### src/rtl/pong_pkg.sv
// Shared Pong constants, FSM state encoding and ball state payload.
package pong_pkg;

  localparam int unsigned H_ACTIVE     = 640;
  localparam int unsigned V_ACTIVE     = 480;
  localparam int unsigned BALL_HALF    = 4;
  localparam int unsigned SPEED        = 2;
  localparam int unsigned SERVE_FRAMES = 60;
  localparam int unsigned SCORE_MAX    = 9;

  localparam int unsigned POS_W   = 10;
  localparam int unsigned SCORE_W = 4;
  localparam int unsigned SERVE_W = 6;

  typedef enum logic [2:0] {
    ST_IDLE   = 3'd0,
    ST_SERVE  = 3'd1,
    ST_PLAY   = 3'd2,
    ST_SCORED = 3'd3,
    ST_OVER   = 3'd4
  } state_t;

  typedef enum logic {
    DX_RIGHT = 1'b0,
    DX_LEFT  = 1'b1
  } dx_t;

  typedef enum logic {
    DY_DOWN = 1'b0,
    DY_UP   = 1'b1
  } dy_t;

  typedef struct packed {
    logic [POS_W-1:0] x;
    logic [POS_W-1:0] y;
    dx_t              dx;
    dy_t              dy;
  } ball_t;

endpackage

### src/rtl/score_counter.sv
// Per-player saturating score register with synchronous clear.
module score_counter
  import pong_pkg::*;
(
  input  logic               clk,
  input  logic               rst_n,
  input  logic               inc,
  input  logic               clr,
  output logic [SCORE_W-1:0] score,
  output logic               at_max_c
);

  assign at_max_c = (score == SCORE_W'(SCORE_MAX));

  // Clear wins over increment; increment stops at the winning score.
  always_ff @(posedge clk or negedge rst_n) begin
    if (!rst_n) begin
      score <= '0;
    end else if (clr) begin
      score <= '0;
    end else if (inc && !at_max_c) begin
      score <= score + SCORE_W'(1);
    end
  end

endmodule

### src/rtl/ball_engine.sv
// Pong ball: motion, wall/paddle collisions, serve timing, scoring and game over.
module ball_engine
  import pong_pkg::*;
(
  input  logic               clk,
  input  logic               rst_n,
  input  logic [POS_W-1:0]   hsp,
  input  logic [POS_W-1:0]   vsp,
  input  logic               paddle_l_hit,
  input  logic               paddle_r_hit,
  input  logic               start,
  output logic               ball_on,
  output logic [SCORE_W-1:0] score_l,
  output logic [SCORE_W-1:0] score_r,
  output logic               point_l,
  output logic               point_r,
  output logic               game_over
);

  localparam logic [POS_W-1:0]   X_CTR      = POS_W'(H_ACTIVE / 2);
  localparam logic [POS_W-1:0]   Y_CTR      = POS_W'(V_ACTIVE / 2);
  localparam logic [POS_W-1:0]   HALF       = POS_W'(BALL_HALF);
  localparam logic [POS_W-1:0]   STEP       = POS_W'(SPEED);
  localparam logic [POS_W-1:0]   EDGE_LO    = POS_W'(BALL_HALF + SPEED);
  localparam logic [POS_W-1:0]   X_MAX      = POS_W'(H_ACTIVE - 1);
  localparam logic [POS_W-1:0]   Y_MAX      = POS_W'(V_ACTIVE - 1);
  localparam logic [POS_W-1:0]   TICK_LINE  = POS_W'(V_ACTIVE);
  localparam logic [SERVE_W-1:0] SERVE_LAST = SERVE_W'(SERVE_FRAMES - 1);

  state_t             state, state_next;
  ball_t              ball, ball_next;
  dx_t                dx_eff_c;
  logic [SERVE_W-1:0] serve_cnt, serve_cnt_next;
  logic               hit_l, hit_r;
  logic               frame_tick_c;
  logic               inc_l_c, inc_r_c, clr_c;
  logic               max_l_c, max_r_c;

  // Start of the first blanking line paces all motion.
  assign frame_tick_c = (hsp == '0) && (vsp == TICK_LINE);

  // Ball pixel strobe, one cycle behind hsp/vsp to line up with paddle hits.
  always_ff @(posedge clk or negedge rst_n) begin
    if (!rst_n) begin
      ball_on <= 1'b0;
    end else begin
      ball_on <= (hsp >= ball.x - HALF) && (hsp < ball.x + HALF) &&
                 (vsp >= ball.y - HALF) && (vsp < ball.y + HALF);
    end
  end

  // Sticky paddle contact flags, consumed and cleared on the frame tick.
  always_ff @(posedge clk or negedge rst_n) begin
    if (!rst_n) begin
      hit_l <= 1'b0;
      hit_r <= 1'b0;
    end else if (frame_tick_c) begin
      hit_l <= 1'b0;
      hit_r <= 1'b0;
    end else begin
      if (ball_on && paddle_l_hit) hit_l <= 1'b1;
      if (ball_on && paddle_r_hit) hit_r <= 1'b1;
    end
  end

  // State, ball and serve-timer registers plus registered status pulses.
  always_ff @(posedge clk or negedge rst_n) begin
    if (!rst_n) begin
      state     <= ST_IDLE;
      ball      <= '{x: X_CTR, y: Y_CTR, dx: DX_RIGHT, dy: DY_DOWN};
      serve_cnt <= '0;
      point_l   <= 1'b0;
      point_r   <= 1'b0;
      game_over <= 1'b0;
    end else begin
      state     <= state_next;
      ball      <= ball_next;
      serve_cnt <= serve_cnt_next;
      point_l   <= inc_l_c;
      point_r   <= inc_r_c;
      game_over <= (state_next == ST_OVER);
    end
  end

  // Next-state: start detection is immediate, everything else waits for the frame tick.
  always_comb begin
    state_next     = state;
    ball_next      = ball;
    serve_cnt_next = serve_cnt;
    dx_eff_c       = ball.dx;
    inc_l_c        = 1'b0;
    inc_r_c        = 1'b0;
    clr_c          = 1'b0;

    case (state)
      ST_IDLE: begin
        if (start) begin
          state_next     = ST_SERVE;
          serve_cnt_next = '0;
        end
      end

      ST_SERVE: begin
        if (frame_tick_c) begin
          if (serve_cnt == SERVE_LAST) state_next = ST_PLAY;
          else                         serve_cnt_next = serve_cnt + SERVE_W'(1);
        end
      end

      ST_PLAY: begin
        if (frame_tick_c) begin
          if (hit_l && (ball.dx == DX_LEFT))       dx_eff_c = DX_RIGHT;
          else if (hit_r && (ball.dx == DX_RIGHT)) dx_eff_c = DX_LEFT;
          ball_next.dx = dx_eff_c;

          // Vertical: bounce in place at the top/bottom edge, else step.
          if (ball.dy == DY_UP) begin
            if (ball.y < EDGE_LO) ball_next.dy = DY_DOWN;
            else                  ball_next.y  = ball.y - STEP;
          end else begin
            if (ball.y + EDGE_LO > Y_MAX) ball_next.dy = DY_UP;
            else                          ball_next.y  = ball.y + STEP;
          end

          // Horizontal: a miss scores and re-serves toward the conceding side.
          if ((dx_eff_c == DX_LEFT) && (ball.x < EDGE_LO)) begin
            inc_r_c    = 1'b1;
            ball_next  = '{x: X_CTR, y: Y_CTR, dx: DX_LEFT, dy: DY_DOWN};
            state_next = ST_SCORED;
          end else if ((dx_eff_c == DX_RIGHT) && (ball.x + EDGE_LO > X_MAX)) begin
            inc_l_c    = 1'b1;
            ball_next  = '{x: X_CTR, y: Y_CTR, dx: DX_RIGHT, dy: DY_DOWN};
            state_next = ST_SCORED;
          end else if (dx_eff_c == DX_LEFT) begin
            ball_next.x = ball.x - STEP;
          end else begin
            ball_next.x = ball.x + STEP;
          end
        end
      end

      ST_SCORED: begin
        if (frame_tick_c) begin
          serve_cnt_next = '0;
          if (max_l_c || max_r_c) state_next = ST_OVER;
          else                    state_next = ST_SERVE;
        end
      end

      ST_OVER: begin
        if (start) begin
          clr_c          = 1'b1;
          ball_next.dx   = DX_RIGHT;
          serve_cnt_next = '0;
          state_next     = ST_SERVE;
        end
      end

      default: state_next = ST_IDLE;
    endcase
  end

  score_counter u_score_l (
    .clk      (clk),
    .rst_n    (rst_n),
    .inc      (inc_l_c),
    .clr      (clr_c),
    .score    (score_l),
    .at_max_c (max_l_c)
  );

  score_counter u_score_r (
    .clk      (clk),
    .rst_n    (rst_n),
    .inc      (inc_r_c),
    .clr      (clr_c),
    .score    (score_r),
    .at_max_c (max_r_c)
  );

endmodule

### config.mk
export PLATFORM = sky130hd
export DESIGN_NAME = ball_engine
export DESIGN_NICKNAME = d
export VERILOG_FILES = /design/src/rtl/pong_pkg.sv /design/src/rtl/score_counter.sv /design/src/rtl/ball_engine.sv
export SDC_FILE = /design/constraint.sdc
export NUM_CORES = 1
export LEC_CHECK = 0
export CAP_MARGIN = 15
export CORE_MARGIN = 4
export CORE_UTILIZATION = 59
export CTS_CLUSTER_DIAMETER = 40
export DETAILED_ROUTE_END_ITERATION = 8
export PLACE_DENSITY = 0.82
export SLEW_MARGIN = 20
export SYNTH_ARGS = -nofsm -noshare
export SYNTH_HDL_FRONTEND = slang
export SYNTH_SLANG_ARGS = --single-unit
export TNS_END_PERCENT = 5
### constraint.sdc
create_clock -name clk -period 3.5 [get_ports clk]
set_clock_uncertainty 0.2 [all_clocks]
set_input_delay 0.875 -clock clk [delete_from_list [all_inputs] [get_ports clk]]
set_output_delay 0.875 -clock clk [all_outputs]
set_load 0.05 [all_outputs]
==> summary.txt, run 1 <==
Outcome
  – Outcome: completed

Routing
  – First-pass DRT Iterations: 6
  – DRT iter0 DRCs: 243
  – Routed wire length: about 9000 µm
  – Post-route ant nets: 0
  – DR WL/cell: 16.12 µm
  – DR vias/cell: between 6 and 7
  – DRC violations left: 0
  – Vias: ~3400

Cells and area
  – Nets: 569
  – Synthesis-to-layout area growth: 12.41%
  – Ant diodes: 0
  – Final Instance Area: 4567 µm²
  – # fillers: 519
  – Util after Layout: 0.6992
  – Layout cell share with drive strength beyond 1: 0.08299

STA
  – RSZ-0062 raised after global routing: no
  – Hold WS: just over 300 ps
  – Sum Neg Setup Slack: 0 ps
  – Max-slew violations: 0
  – Final setup fails: 0
  – Fin crit share: 0.9084
  – Max-slew headroom at the worst pin: 0.3665
  – Final count of hold timing violations: 0
  – Max Fclk: 0.3145 GHz
  – Worst slew pin tran: 950.2 ps
  – Min Clock Period, post-route: roughly 3200 ps

Clocking
  – Worst-Skew Late Latency: around 300 ps
  – CTS sink cnt: 43
  – Num CTS Buffers: 5
  – CTS tree: done
  – Clock root buffer: clkbuf_8
  – CTS max path bufs: 2
  – H-tree Lvls: 2
  – Post_cts resized: 0
  – Hold_buf cts: 0
  – Clock-pin slew on the worst setup and hold paths: 90 ps
  – Setup bufs post-CTS: 0

Critical path
  – Slowest stage delay, CP: 580 ps
  – R2R Setup Slk: between 300 and 400 ps
  – Crit path capture type: register
  – Cell Chain, Critical Path: clkdlybuf4s50_1 -> nor4_1 -> and2_1 -> nand3_2 -> o31ai_2 -> nand4_1 -> xor2_1 -> nor2_1
  – Delay-heaviest family, CP: simple AND/OR/NAND/NOR gates
  – Arrival time worst endpoint: between 3000 and 4000 ps
  – CP max FO: 5
  – Slowest cell on crit path: nor4_1
  – WP data required: 3490 ps
  – Crit Path Class: input port to register
  – Worst path bufs/invs: 1
  – Type of origin of the critical path: input port

Global route
  – Met1 Usage GRT: 0.3269
  – Met2 Use GR: 0.3581
  – Vias in the first global route: roughly 3400
  – First-pass GRT wire length: between 15000 and 20000 µm
  – Largest net degree at the start of global routing: between 40 and 50
  – GRT busiest layer: met2
  – Initial antenna violation count: 0
  – Gr usage total: 0.2279
  – Overflow after GRT: 0
  – Grt met3 use: 0.03554

Logic synthesis
  – Synthesized cell area: about 4100 µm²
  – Synth Net Count: ~540
  – Post-synth EDFFs: 0
  – Synthesized flop and latch total: 43
  – Register area share after synthesis: 0.2667
  – Yosys synthesis warning count: 0
  – Cells after synthesis: 448
  – Post-synth top flop: dfrtp_1
  – Synth Area per Inst: 9.068 µm²
  – Unique masters post-synth: 67
  – Async SR Flop Fraction: 1.000

Placed design
  – Post-DP HPWL: 6915 µm
  – Placed cell area: 4449 µm²
  – IO Port Bufs: 36
  – GPL Wtd Cong: 0.9661

Floorplanning
  – Chip width: just over 90 µm
  – Chip height: between 90 and 100 µm
  – Initial Utilization: 0.6220
  – Die area: between 8000 and 9000 µm²
  – Core Area: between 6000 and 7000 µm²
  – # IOs: 37
  – FP Rows: 29

Flow run
  – Number of max-cap violations: 0

Pwr
  – IR drop worst, VDD: 0.2111 mV
  – Power Density: roughly 270 nW/µm²
  – LEAKAGE: 1.924 nW
  – Pwr Total: 1.253 mW

Worst hold path
  – Min-delay worst type: register to register
## synthesized netlist by cell type, drive strengths merged (5+ instances only)
cell / instances / share of area
o22a: 6 / 0.013
nand2b: 5 / 0.0077
o41ai: 5 / 0.013
nand3b: 5 / 0.0092
xnor2: 24 / 0.052
nor2: 38 / 0.041
a21oi: 24 / 0.030
dfstp: 6 / 0.039
a21o: 9 / 0.017
nand3: 19 / 0.026
nor3: 12 / 0.015
nand2: 33 / 0.032
buf: 10 / 0.017
dfrtp: 37 / 0.23
ha: 61 / 0.19
a211oi: 7 / 0.014
o22ai: 6 / 0.0092
or2: 5 / 0.0077
nand4: 9 / 0.015
inv: 20 / 0.018
xor2: 22 / 0.047
o21ai: 22 / 0.027
## flip-flops by register name, indices dropped and copies added (netlist names)
register         count
ball                20
serve_cnt            6
u_score_l.score      4
u_score_r.score      4
state                3
ball_on              1
game_over            1
hit_l                1
hit_r                1
point_l              1
point_r              1
## cell type report
cell class                      instances  area (µm²)  share of cell area
Clock inverter                          2       35.03            0.007671
Timing Repair Buffer                   40       385.4             0.08438
Clock buffer                            6       82.58             0.01808
Tap cell                               77       96.34             0.02110
Inverter                               20       75.07             0.01644
Sequential cell                        43        1084              0.2373
Multi-Input combinational cell        371        2809              0.6151
## layer usage
| metal | vias up | wire length, µm |
|---|---|---|
| met2 | 88 | 4100 |
| met5 | - | 0 |
| met4 | 0 | 110 |
| li1 | 1704 | - |
| met1 | 1635 | 4350 |
| met3 | 10 | 448 |
## worst paths after layout
kind                          from            endpoint  cells after the start
max in group asynchronous    rst_n            state[0]                      1
max reg2reg                ball[6]             ball_on                     10
min in group asynchronous    rst_n  u_score_r.score[0]                      1
min reg2reg                  hit_l               hit_l                      2
min                          hit_l               hit_l                      2
max                         hsp[3]        serve_cnt[5]                      8
## per-stage QoR
step / setup slack, ps / instances
6_report: 320.6 / 559
5_1_grt: 166.9 / 559
3_5_place_dp: 40.22 / 551
3_3_place_gp: 197.0 / 551
4_1_cts: 360.6 / 559
2_1_floorplan: 813.0 / 448
## cell families (layout without fill, tap and decap cells)
kind of cell | count (synthesis) | count (layout) | share of synthesized area
AND/OR/NAND/NOR | 155 | 155 | 0.2085
AO/OA/AOI/OAI | 104 | 104 | 0.1783
adder cells (fa/ha/maj) | 63 | 63 | 0.1977
XOR/XNOR | 46 | 46 | 0.09917
flip-flops | 43 | 43 | 0.2667
buffers and inverters | 34 | 68 | 0.04188
multiplexers | 3 | 3 | 0.007699
## cell usage in the layout, fill, tap and decap left out, types with 17 or more instances in the layout
master	instances
inv_1	19
a21oi_1	24
xor2_1	22
ha_1	61
nor2_1	35
dfrtp_1	37
xnor2_1	24
nand3_1	17
nand2_1	32
clkdlybuf4s50_1	35
o21ai_0	21
## worst min-delay path, cell delays in order, from the launching register on
cell	delay, ps
dfrtp_1	350
a21oi_1	40
nor2_1	80
## where the power goes
part           internal (mW)  switching (mW)  total, mW  leakage, nW
clock                  0.231           0.176      0.407       0.0612
sequential             0.522          0.0255      0.548        0.523
combinational          0.138           0.161      0.299         1.34
total                  0.892           0.362       1.25         1.92
Power figures use the tool's default switching activity.
==> run 2, diff against run 1 <==
TNS_END_PERCENT = 1   (was 5)
==> results of run 2 <==
Same layout as run 1: the final DEF is identical, and so are final timing and power.
